### src/rtl/led_pattern_gen_pkg.sv
// led_pattern_pkg: shared encodings for the LED pattern generator.
//   mode_e : per-channel operating mode (2-bit, matches CFG_MODE encoding)
//   dir_e  : BREATHE ramp direction
package led_pattern_pkg;

    typedef enum logic [1:0] {
        MODE_OFF     = 2'd0,
        MODE_ON      = 2'd1,
        MODE_BLINK   = 2'd2,
        MODE_BREATHE = 2'd3
    } mode_e;

    typedef enum logic {
        DIR_UP   = 1'b0,
        DIR_DOWN = 1'b1
    } dir_e;

endpackage

### src/rtl/led_pattern_gen_channel.sv
// led_channel: one LED channel of led_pattern_gen.
// Holds the channel's mode, period, tick counter, blink state and breathe
// duty/direction. Produces an unregistered LED level; the top registers it.
// Ports:
//   CLK, RST    clock, synchronous active-high reset
//   tick        shared timebase pulse
//   we          config write strobe already decoded for this channel
//   cfg_mode    mode to load on write
//   cfg_period  period (ticks) to load on write; 0 behaves as 1
//   pwm_cnt     shared free-running PWM counter
//   led         combinational LED level (active-high)
module led_channel
    import led_pattern_pkg::*;
#(
    parameter int PERIOD_W   = 16,
    parameter int PWM_W      = 8,
    parameter int DEF_PERIOD = 500
) (
    input  logic                CLK,
    input  logic                RST,
    input  logic                tick,
    input  logic                we,
    input  mode_e               cfg_mode,
    input  logic [PERIOD_W-1:0] cfg_period,
    input  logic [PWM_W-1:0]    pwm_cnt,
    output logic                led
);

    mode_e               mode;
    dir_e                dir;
    logic [PERIOD_W-1:0] period;
    logic [PERIOD_W-1:0] cnt;
    logic [PERIOD_W-1:0] cnt_last;
    logic [PWM_W-1:0]    duty;
    logic                blink;
    logic                running;

    // A stored period of 0 behaves as 1, so the wrap point is clamped to 0.
    assign cnt_last = (period == '0) ? '0 : period - PERIOD_W'(1);
    assign running  = (mode == MODE_BLINK) || (mode == MODE_BREATHE);

    always_ff @(posedge CLK) begin
        if (RST) begin
            mode   <= MODE_OFF;
            period <= PERIOD_W'(DEF_PERIOD);
            cnt    <= '0;
            blink  <= 1'b0;
            duty   <= '0;
            dir    <= DIR_UP;
        end else if (we) begin
            // A write always restarts the phase, and beats a coincident event.
            mode   <= cfg_mode;
            period <= cfg_period;
            cnt    <= '0;
            blink  <= 1'b0;
            duty   <= '0;
            dir    <= DIR_UP;
        end else if (running && tick) begin
            if (cnt == cnt_last) begin
                cnt <= '0;
                if (mode == MODE_BLINK) begin
                    blink <= ~blink;
                end else if (dir == DIR_UP) begin
                    // Reverse at the top instead of wrapping.
                    if (duty == '1) begin
                        duty <= duty - PWM_W'(1);
                        dir  <= DIR_DOWN;
                    end else begin
                        duty <= duty + PWM_W'(1);
                    end
                end else begin
                    if (duty == '0) begin
                        duty <= duty + PWM_W'(1);
                        dir  <= DIR_UP;
                    end else begin
                        duty <= duty - PWM_W'(1);
                    end
                end
            end else begin
                cnt <= cnt + PERIOD_W'(1);
            end
        end
    end

    always_comb begin
        led = 1'b0;
        case (mode)
            MODE_OFF:     led = 1'b0;
            MODE_ON:      led = 1'b1;
            MODE_BLINK:   led = blink;
            MODE_BREATHE: led = (pwm_cnt < duty);
            default:      led = 1'b0;
        endcase
    end

endmodule

### src/rtl/led_pattern_gen.sv
// led_pattern_gen: multi-channel LED driver (OFF / ON / BLINK / BREATHE).
// A shared prescaler makes a TICK_HZ timebase from CLK; a shared PWM counter
// feeds every channel; LED_OUT is registered.
// Optional feature: define LED_ACTIVE_LOW_EN to invert LED_OUT at the output
// register (reset value becomes all ones). TICK is unaffected.
// Ports:
//   CLK         board clock
//   RST         synchronous reset, active-high
//   CFG_WE      single-cycle config write strobe
//   CFG_CH      target channel; values >= N_CH are ignored
//   CFG_MODE    0=OFF 1=ON 2=BLINK 3=BREATHE
//   CFG_PERIOD  channel period in ticks
//   TICK        registered one-cycle timebase pulse
//   LED_OUT     registered LED drive, bit i = channel i
module led_pattern_gen
    import led_pattern_pkg::*;
#(
    parameter int CLK_HZ     = 27_000_000,
    parameter int TICK_HZ    = 1_000,
    parameter int N_CH       = 3,
    parameter int PERIOD_W   = 16,
    parameter int PWM_W      = 8,
    parameter int DEF_PERIOD = 500
) (
    input  logic                                    CLK,
    input  logic                                    RST,
    input  logic                                    CFG_WE,
    input  logic [((N_CH > 1) ? $clog2(N_CH) : 1)-1:0] CFG_CH,
    input  logic [1:0]                              CFG_MODE,
    input  logic [PERIOD_W-1:0]                     CFG_PERIOD,
    output logic                                    TICK,
    output logic [N_CH-1:0]                         LED_OUT
);

    localparam int CH_W     = (N_CH > 1) ? $clog2(N_CH) : 1;
    localparam int PRESCALE = CLK_HZ / TICK_HZ;
    localparam int PS_W     = $clog2(PRESCALE);

`ifdef LED_ACTIVE_LOW_EN
    localparam logic [N_CH-1:0] LED_INV = '1;
`else
    localparam logic [N_CH-1:0] LED_INV = '0;
`endif

    logic [PS_W-1:0]  presc;
    logic [PWM_W-1:0] pwm_cnt;
    logic [N_CH-1:0]  led_lvl;
    logic             presc_last;

    assign presc_last = (presc == PS_W'(PRESCALE - 1));

    always_ff @(posedge CLK) begin
        if (RST) begin
            presc   <= '0;
            TICK    <= 1'b0;
            pwm_cnt <= '0;
            LED_OUT <= LED_INV;
        end else begin
            presc   <= presc_last ? '0 : presc + PS_W'(1);
            TICK    <= presc_last;
            pwm_cnt <= pwm_cnt + PWM_W'(1);
            LED_OUT <= led_lvl ^ LED_INV;
        end
    end

    for (genvar i = 0; i < N_CH; i++) begin : g_ch
        led_channel #(
            .PERIOD_W   (PERIOD_W),
            .PWM_W      (PWM_W),
            .DEF_PERIOD (DEF_PERIOD)
        ) u_ch (
            .CLK        (CLK),
            .RST        (RST),
            .tick       (TICK),
            .we         (CFG_WE && (CFG_CH == CH_W'(i))),
            .cfg_mode   (mode_e'(CFG_MODE)),
            .cfg_period (CFG_PERIOD),
            .pwm_cnt    (pwm_cnt),
            .led        (led_lvl[i])
        );
    end

endmodule

### config.mk
export PLATFORM = sky130hd
export DESIGN_NAME = led_pattern_gen
export DESIGN_NICKNAME = d
export VERILOG_FILES = /design/src/rtl/led_pattern_gen_pkg.sv /design/src/rtl/led_pattern_gen_channel.sv /design/src/rtl/led_pattern_gen.sv
export SDC_FILE = /design/constraint.sdc
export NUM_CORES = 1
export LEC_CHECK = 0
export CAP_MARGIN = 30
export CORE_MARGIN = 2
export CORE_UTILIZATION = 23
export DETAILED_ROUTE_END_ITERATION = 8
export PLACE_DENSITY = 0.48
export SYNTH_ARGS = -nofsm -noshare
export SYNTH_HDL_FRONTEND = slang
export SYNTH_SLANG_ARGS = --single-unit
export TNS_END_PERCENT = 30
### constraint.sdc
create_clock -name CLK -period 3.3 [get_ports CLK]
set_clock_uncertainty 0.05 [all_clocks]
set_input_delay 0.33 -clock CLK [delete_from_list [all_inputs] [get_ports CLK]]
set_output_delay 0.33 -clock CLK [all_outputs]
set_load 0.05 [all_outputs]
# --- After elaboration in Yosys (flattened, before gate mapping) ---
# Index checks and enable logic that the tools add are counted.
totals:
  ff_bits: 159
  in_bits: 23
  out_inout_bits: 4
classes:
  eq_ne: 18
  addsub: 14
  order_cmp: 3
  n_reduce_logical: 29
  mux: 27
  bitwise: 6
ops:
  columns: ["op", "count"]
  rows:
  - ["$mux W16", 6]
  - ["$mux W8", 9]
  - ["$add A16 B1 Y16 const B", 3]
  - ["$eq A16 B16 Y1", 3]
  - ["$logic_not A16 Y1", 3]
  - ["$sub A16 B1 Y16 const B", 3]
  - ["$add A8 B1 Y8 const B", 4]
  - ["$eq A8 B8 Y1 const B", 3]
  - ["$logic_not A8 Y1", 3]
  - ["$lt A8 B8 Y1", 3]
  - ["$sub A8 B1 Y8 const B", 3]
  - ["$reduce_and A3 Y1", 6]
  - ["$add A15 B1 Y15 const B", 1]
  - ["$eq A15 B15 Y1 const B", 1]
  - ["$eq A2 B2 Y1 const B", 7]
  - ["$pmux W1 S4", 3]
  - ["$mux W1", 9]
  - ["$eq A2 B1 Y1 const B", 4]
  - ["$logic_not A2 Y1", 4]
  - ["$reduce_or A2 Y1", 4]
  - ["$logic_and A1 B1 Y1", 6]
  - ["$not A1 Y1", 6]
  - ["$logic_or A1 B1 Y1", 3]

# --- Longest topological paths before layout ---
# Gate-level depths: netlist (run 1).
depth:
  ltp_word: 4
  ltp_mapped: 13
  ltp_nobuf: 10

# --- By module ---
# Synthesis (run 1) repeated with hierarchy kept, for this count alone.
unflattened:
  cells_unflattened: 1229
  area_unflattened_um2: 10286.1
modules_own_cells:
  columns: ["mod", "instances", "cells_per_inst", "area_per_inst_um2"]
  rows:
  - ["led_channel (g_ch[1].u_ch ...)", 2, 373, 3062.9]
  - ["led_channel (g_ch[0].u_ch)", 1, 364, 3041.7]
  - ["led_pattern_gen", 1, 119, 1118.6]

# --- Least setup slack after synthesis (run 1) ---
# No wires, ideal clock.
synth_timing:
  path_kind: "register to register"
  startpoint: "register g_ch[1].u_ch.period[0]"
  endpoint: "register g_ch[1].u_ch.duty[2]"
  t_required_ns: 3.129
  stages_incl_launch_ff: 13
  synth_period_minus_slack_ns: 3.591
  arrival_ns: 3.420
  setup_slack_ns: -0.291
  setup_time_ns: 0.121
  cell_sequence: "dfxtp_1 > inv_1 > ha_1 > clkbuf_1 > nor4b_1 > and4_1 > buf_2 > nor3_1 > a211o_1 > a2111o_1 > or4_1 > a2111oi_0 > mux2_2"
synth_via:
  elab_chain_cells: 4
  elab_cells_between_ends: 5
synth_lines:
  columns: ["element", "line", "text"]
  rows:
  - ["start, declared", "led_pattern_gen_channel.sv:31", "logic [PERIOD_W-1:0] period;"]
  - ["start signal, assigned", "led_pattern_gen_channel.sv:45", "period <= PERIOD_W'(DEF_PERIOD);"]
  - ["start signal, assigned", "led_pattern_gen_channel.sv:53", "period <= cfg_period;"]
  - ["$sub A16 B1 Y16 or $logic_not A16 Y1 (tied branches)", "led_pattern_gen_channel.sv:39", "assign cnt_last = (period == '0) ? '0 : period - PERIOD_W'(1);"]
  - ["$mux W16 *", "led_pattern_gen_channel.sv:39", null]
  - ["$eq A16 B16 Y1 *", "led_pattern_gen_channel.sv:59", "if (cnt == cnt_last) begin"]
  - ["$reduce_and A3 Y1 (no source line) *", null, null]
  - ["end signal, assigned", "led_pattern_gen_channel.sv:66", "duty <= duty - PWM_W'(1);"]
  - ["end signal, assigned", "led_pattern_gen_channel.sv:69", "duty <= duty + PWM_W'(1);"]
  - ["end signal, assigned", "led_pattern_gen_channel.sv:73", "duty <= duty + PWM_W'(1);"]
  - ["end, declared", "led_pattern_gen_channel.sv:34", "logic [PWM_W-1:0] duty;"]
# Every way passes the cells marked *; elsewhere a longest branch is shown, timed or not.
# A chain may end at the register's enable or synchronous reset.

# --- Worst setup path in the final report (run 1) ---
layout_timing:
  startpoint: "register g_ch[1].u_ch.period[2]"
  endpoint: "register g_ch[1].u_ch.duty[7]"
# Same word-level chain as after synthesis.

==> summary.txt, run 1 <==
Logic synthesis
  • Cell Area, Synth: between 0.01 and 0.015 sq mm
  • Cell taking the most area after synthesis: dfxtp_1
  • Synth warn: 0
  • FFs w/ async S/R, synth: 0%
  • Mean Syn Cell Area: 7.76 sq um
  • Top FF cell, synth: dfxtp_1
  • Number of synthesized flops with an enable pin: 0
  • Synth Register Bits: 159
  • Top cells by area, synth: dfxtp_1 31%, nand2_1 7.3%, xor2_1 5.2%
  • Netlist cell types: 74
  • Top-area cell type share of the netlist area: approximately 31%
  • Post-Synthesis Cells: 1309
  • Seq/Total Area, Yosys: 31.3%
  • Post-Syn Nets: 1370

Power
  • Pleak: 4.55 nW
  • Clock power frac: 44.6%
  • IR drop worst, VDD: approximately 0.26 mV
  • Pint: 3.23 mW
  • Power per Cell Area: 350 mW/mm^2
  • Total power draw: about 4.4 mW
  • Gate power share: 10.5%
  • Switching Fraction: a little over a quarter
  • Sw Pwr: 1.19 mW
  • Reg power frac: 44.9%

Detailed routing
  • Final wirelength: 29700 microns
  • Drt initial violations: 560
  • Vias: 9596
  • Via/cell ratio: approximately 4.8
  • ANT nets after route: 0
  • Post-route DRC violation count: 0
  • Drt pass-1 iters: 5
  • Avg WL per Cell: 14.8 microns

Setup path
  • WP buf/inv: 0
  • Register-to-Register Path Depth: 8
  • Worst r2r src: g_ch[1].u_ch.period[2]
  • Critical Path RT: between 3 and 4 ns
  • CP Class: reg2reg
  • CP startpoint: g_ch[1].u_ch.period[2]
  • Crit path DAT: 3.63 ns
  • R2R Path End: g_ch[1].u_ch.duty[7]
  • CP startpoint kind: flip-flop
  • Crit-path max FO: 5
  • CP Depth: 8
  • Reg2Reg Setup Slack: -0.05 ns
  • Critical Path Max Stage Delay: 0.57 ns
  • Crit end category: flip-flop
  • CP max stage cell: or4_1
  • Crit path to: g_ch[1].u_ch.duty[7]
  • Crit-path cells: or4_4 > or4_4 > xor2_2 > o32a_1 > o32a_1 > a2111o_1 > or4_1 > mux2i_1
  • Top delay family on crit path: simple AND/OR/NAND/NOR gates

Global routing
  • Antenna violations before repair: 0
  • GRT overflow: 0
  • Vias in the first global route: 9141
  • Largest net degree at the start of global routing: 54
  • M1 GR Usage: 17.5%
  • GRT Total Usage: 12.9%
  • Global Route met2 Usage: 21.0%
  • M3 GR Usage: 2.60%
  • First-pass GRT wire length: 48400 microns
  • Gr busiest metal: met2

Clocking
  • Num Clock Sinks: around 160
  • CTS tree: yes
  • Clock root cell: clkbuf_16
  • Maximum clock insertion buffer count: 2
  • Clock-pin slew on the worst setup and hold paths: 0.07 ns
  • CTS H-tree lvls: 4
  • CTS Buf Count: 17
  • Clk_lat worst skew: around 0.45 ns

Layout
  • Layout cell share with drive strength beyond 1: 15.2%
  • Fill cell count: 4782
  • # nets final: 1466
  • Commonest non-fill, non-tap cell in the layout: nand2_1
  • Register area: 0.00319 sq mm
  • Finished Cell Area: 0.0126 sq mm
  • Multi-input combinational cell area: 0.00675 sq mm
  • Fin util: 28.8%
  • Diodes inserted: 0
  • Area grow syn2layout: 24.3%
  • Most frequent cells in the layout: 196 x nand2_1, 157 x dfxtp_1, 110 x nor2_1, 110 x buf_4, 66 x a21oi_1

STA
  • Setup TNS: -0.0466 ns
  • Max Clock Freq: 0.299 GHz
  • Final WS setup: -0.0466 ns
  • Rel. slew slack: 49.4%
  • Crit path time final: ~3.3 ns
  • Worst-Margin Slew: 0.759 ns
  • Max-slew violations: 0
  • RSZ-0062 raised after global routing: yes
  • Final hold vios: 0
  • Endpoints failing setup: 1
  • Final Cycle Share: 101%

Placed design
  • Hpwl dp: about 22000 microns
  • Routability Congestion: 0.831
  • Post-placement cell area: 0.0118 sq mm
  • Pre-CTS WS: -0.0945 ns
  • Port Buffers: 26

Floorplan
  • Die area: 0.0459 sq mm
  • Row cnt: between 70 and 80
  • Chip height: 214 microns
  • Die Width: ~210 microns
  • Starting Density: 23.1%
  • Top-level port count: 27
  • Core area: ~0.044 sq mm

Run status
  • Failing checks: negative setup slack
  • Status: finished with violations

Hold path
  • Worst hold path depth: 2
  • Type of the tightest min-delay check: in2reg

Run
  • Max_cap viols: 0
==> repair_timing <==
item                                    CTS  global route
setup buffers                             2             0
endpoints found under the setup margin    8            60
gates cloned                              0             1
gates resized for setup                   8            39
hold buffers                              0             0
pin swaps                                 2            10
==> worst reg2reg max path: stages, from the launching register on <==
cell      delay [ns]
dfxtp_1         0.31
or4_4           0.55
or4_4           0.53
xor2_2          0.17
o32a_1          0.32
o32a_1          0.21
a2111o_1        0.39
or4_1           0.57
mux2i_1         0.14
==> how the worst min path moves through the flow <==
stage	startpoint	to
5_1_grt	RST	pwm_cnt[2]
3_3_place_gp	presc[0]	presc[0]
2_1_floorplan	presc[0]	presc[0]
6_report	RST	pwm_cnt[0]
3_5_place_dp	g_ch[0].u_ch.dir	g_ch[0].u_ch.dir
4_1_cts	RST	pwm_cnt[0]
==> registers in the layout, summed over array words and instances, names as in the netlist <==
name / cells
g_ch.u_ch.dir: 3
presc: 15
pwm_cnt: 8
g_ch.u_ch.blink: 3
g_ch.u_ch.cnt: 48
TICK: 1
LED_OUT: 3
g_ch.u_ch.period: 48
g_ch.u_ch.duty: 24
g_ch.u_ch.mode: 6
==> final cells by class <==
type | instances | share of cell area, %
inverters | 51 | 1.52
multi-input cells | 1032 | 53.4
clock buffers | 18 | 3.48
repair buffers | 144 | 9.48
flip-flops and latches | 159 | 25.2
well taps | 592 | 5.86
clock inverters | 14 | 1.05
==> cell usage after synthesis, types with 9 or more instances <==
library cell  instances
a31oi_1              11
nand3b_1             21
xor2_1               60
dfxtp_1             159
clkbuf_1             58
or2_2                10
or4_1                16
nand2_1             197
a21oi_1              66
ha_1                 38
and3_1               27
nor2_1              110
a211o_1              10
nor4_1               34
or3_1                20
nand3_1              47
a211oi_1             11
mux2i_1              25
xnor2_1              49
o21ai_0              26
nand4_1              28
inv_1                51
nor3_1               57
a21o_1               16
nand2b_1             15
nor3b_1               9
==> routing by layer <==
metal / wire length (microns) / share of wire [%]
met1: 14500 / 49
met2: 13600 / 46
met3: 1250 / 4.2
met4: 405 / 1.4
met5: 0 / 0
==> metrics by stage <==
stage	hold slack, ns	std cells
detailed placement	0.418	1975
CTS	0.268	2009
global route	0.311	2010
global placement	0.397	1975
finish	0.290	2010
floorplan	0.380	1309
==> cell families (layout without fill, tap and decap cells) <==
family	after synthesis	count (layout)	synth area share, %
AOI/OAI and AO/OA	216	216	14.5
xor gates and xnor gates	111	111	9.84
adders and majority gates	38	38	4.68
buffers and inverters	118	227	4.53
DFF	159	159	31.3
muxes	30	30	3.02
and+or+nand+nor	637	637	32.1
==> power groups by stage <==
stage,sequential (mW),clock [mW],combinational [mW]
floorplan,2.03,0,0.260
global placement,2.03,0,0.446
detailed placement,2.03,0,0.451
CTS,1.98,2.05,0.455
global route,1.99,2.13,0.512
finish,1.99,1.98,0.466
No activity file was read; power rests on OpenSTA's default activity.
==> inputs of run 2 (changes only) <==
--- a/config.mk
+++ b/config.mk
@@ -5,11 +5,11 @@
 export SDC_FILE = /design/constraint.sdc
 export NUM_CORES = 1
 export LEC_CHECK = 0
-export CAP_MARGIN = 30
+export CAP_MARGIN = 20
 export CORE_MARGIN = 2
-export CORE_UTILIZATION = 23
+export CORE_UTILIZATION = 46
 export DETAILED_ROUTE_END_ITERATION = 8
-export PLACE_DENSITY = 0.48
+export PLACE_DENSITY = 0.75
 export SYNTH_ARGS = -nofsm -noshare
 export SYNTH_HDL_FRONTEND = slang
 export SYNTH_SLANG_ARGS = --single-unit
==> constraint.sdc (replaced) <==
create_clock -name CLK -period 3 [get_ports CLK]
set_clock_uncertainty 0.05 [all_clocks]
set_input_delay 0.3 -clock CLK [delete_from_list [all_inputs] [get_ports CLK]]
set_output_delay 0.3 -clock CLK [all_outputs]
set_load 0.05 [all_outputs]
==> summary.txt, run 2 (same netlist as run 1, synthesis figures left out) <==
Setup path
  • Critical Path Max Stage Delay: 0.59 ns
  • R2R Path End: g_ch[0].u_ch.duty[5]
  • Crit end category: flip-flop
  • Critical Path RT: 3.27 ns
  • Register-to-Register Path Depth: 8
  • CP startpoint: g_ch[0].u_ch.period[7]
  • Reg2Reg Setup Slack: -0.23 ns
  • CP startpoint kind: flip-flop
  • Worst r2r src: g_ch[0].u_ch.period[7]
  • Crit path DAT: between 3 and 4 ns
  • CP max stage cell: or4_4
  • Crit-path max FO: 3
  • CP dominant cell by count: or4_4
  • CP Class: reg2reg
  • Crit-path cells: or4_4 > or4_4 > nor3_4 > mux2i_1 > a2111o_1 > or4_4 > nor2_4 > mux2_4

Global routing
  • First-pass GRT wire length: just under 50000 microns
  • Largest net degree at the start of global routing: between 50 and 60
  • Antenna violations before repair: 0
  • GRT overflow: 0
  • GRT Total Usage: 25.1%
  • Vias in the first global route: 9977

Run
  • Max_cap viols: 0

Power
  • Power per Cell Area: 381 mW/mm^2
  • Pleak: 5.06 nW
  • Total power draw: 5.05 mW
  • IR drop worst, VDD: 0.292 mV

Layout
  • Multi-input combinational cell area: 0.00714 sq mm
  • Diodes inserted: 0
  • # nets final: roughly 1500
  • Register area: 0.00319 sq mm
  • Layout cell share with drive strength beyond 1: between 20 and 25%
  • Fin cells: ~1800
  • Biggest regs: g_ch.u_ch.cnt (48), g_ch.u_ch.period (48), g_ch.u_ch.duty (24)
  • Commonest non-fill, non-tap cell in the layout: nand2_1
  • Fill cell count: 1745
  • Area grow syn2layout: 30.6%
  • Most frequent cells in the layout: 194 x nand2_1, 161 x buf_4, 151 x dfxtp_1
  • Finished Cell Area: 0.0133 sq mm

Floorplan
  • Die area: 0.0233 sq mm
  • Die Width: 153 microns
  • Chip height: 153 microns
  • Starting Density: between 40 and 50%
  • Core area: 0.0218 sq mm
  • Top-level port count: 27
  • Row cnt: 54

Placed design
  • Port Buffers: 26
  • Hpwl dp: a little over 20000 microns
  • Routability Congestion: 0.935
  • Placed Cells: about 1700
  • Post-placement cell area: 0.0119 sq mm
  • Pre-CTS WS: -0.307 ns

STA
  • RSZ-0062 raised after global routing: yes
  • Rel. slew slack: between 60% and 70%
  • Crit path time final: 3.23 ns
  • Max-slew violations: 0
  • Final WS setup: -0.229 ns
  • Final hold vios: 0
  • Endpoints failing setup: 76
  • Worst-Margin Slew: 0.588 ns
  • Final Cycle Share: 108%
  • Max Clock Freq: 0.310 GHz

Hold path
  • Type of the tightest min-delay check: in2reg
  • Worst hold path depth: 3
  • Hold_sp: RST
  • Hold endpoint: g_ch[1].u_ch.blink

Detailed routing
  • ANT nets after route: 0
  • Final wirelength: ~30000 microns
  • Via/cell ratio: 5.85
  • Avg WL per Cell: 16.8 microns
  • Drt initial violations: 732
  • Drt pass-1 iters: 6
  • Vias: 10312
  • Post-route DRC violation count: 0

Clocking
  • Num Clock Sinks: 159
  • CTS tree: yes
  • Clock-pin slew on the worst setup and hold paths: 0.07 ns
  • CTS H-tree lvls: 4
  • Clock root cell: clkbuf_16
  • CTS Buf Count: 17
  • Clk_lat worst skew: 0.43 ns
  • Maximum clock insertion buffer count: 2

Run status
  • Failing checks: negative setup slack
  • Status: finished with violations
[run 2: cell types whose count changed in the layout (fill, tap and decap cells not counted), moves of 4 or more]
cell / change
buf_6: +9
nor4_1: -8
or4_4: +4
dfxtp_1: -6
or4_1: -4
dfxtp_2: +6
nor4_4: +7
buf_4: +51
[run 2: worst max-delay path by stage]
stage                      endpoint  cells past startpoint
2_1_floorplan  g_ch[0].u_ch.duty[5]                     11
3_3_place_gp   g_ch[0].u_ch.duty[5]                      9
3_5_place_dp   g_ch[0].u_ch.duty[5]                      9
4_1_cts            g_ch[1].u_ch.dir                      9
5_1_grt            g_ch[1].u_ch.dir                     10
6_report       g_ch[0].u_ch.duty[5]                      8
[run 2: cell type report]
cell class                      instances  area share [%]
Multi-Input combinational cell       1032            53.8
Sequential cell                       159            24.1
Timing Repair Buffer                  208            13.4
Clock buffer                           19            3.34
Tap cell                              280            2.64
Inverter                               51            1.48
Clock inverter                         13            1.33
[run 2: critical path, delay by kind of cell, from the launching register on]
kind	cells	cell delay, ns
AND/OR/NAND/NOR	5	1.93
multiplexers	2	0.38
AO/OA/AOI/OAI	1	0.47
flip-flops	1	0.31
[run 2: per-stage QoR]
| stage | hold slack [ns] | utilization (%) | setup TNS (ns) |
|---|---|---|---|
| after detailed placement | 0.411 | 54.6 | -12.64 |
| after CTS | 0.219 | 59.7 | -7.04 |
| after floorplan | 0.368 | - | -6.80 |
| final | 0.249 | 61.0 | -10.71 |
| after global routing | 0.260 | 61.0 | -19.05 |
| after global placement | 0.394 | 54.6 | -9.47 |
[run 2: routing by layer]
| metal | global-route usage [%] | share of wire [%] | routed length (microns) |
|---|---|---|---|
| met1 | 32.2 | 43 | 12800 |
| met2 | 42.1 | 47 | 14000 |
| met3 | 4.78 | 6.3 | 1850 |
| met4 | 8.99 | 3.3 | 970 |
| met5 | 0 | 0 | 0 |
[run 2: report_power, final]
group	total [mW]	internal [mW]	switching, mW
clock	2.30	1.35	0.944
combinational	0.576	0.267	0.309
sequential	2.18	2.15	0.0361
[run 2: timing repair]
item                                    CTS  global route
endpoints found under the setup margin   77            78
hold buffers                              0             0
gates cloned                              2             0
setup buffers                             9            10
pin swaps                                34            28
resized for setup                        82            40
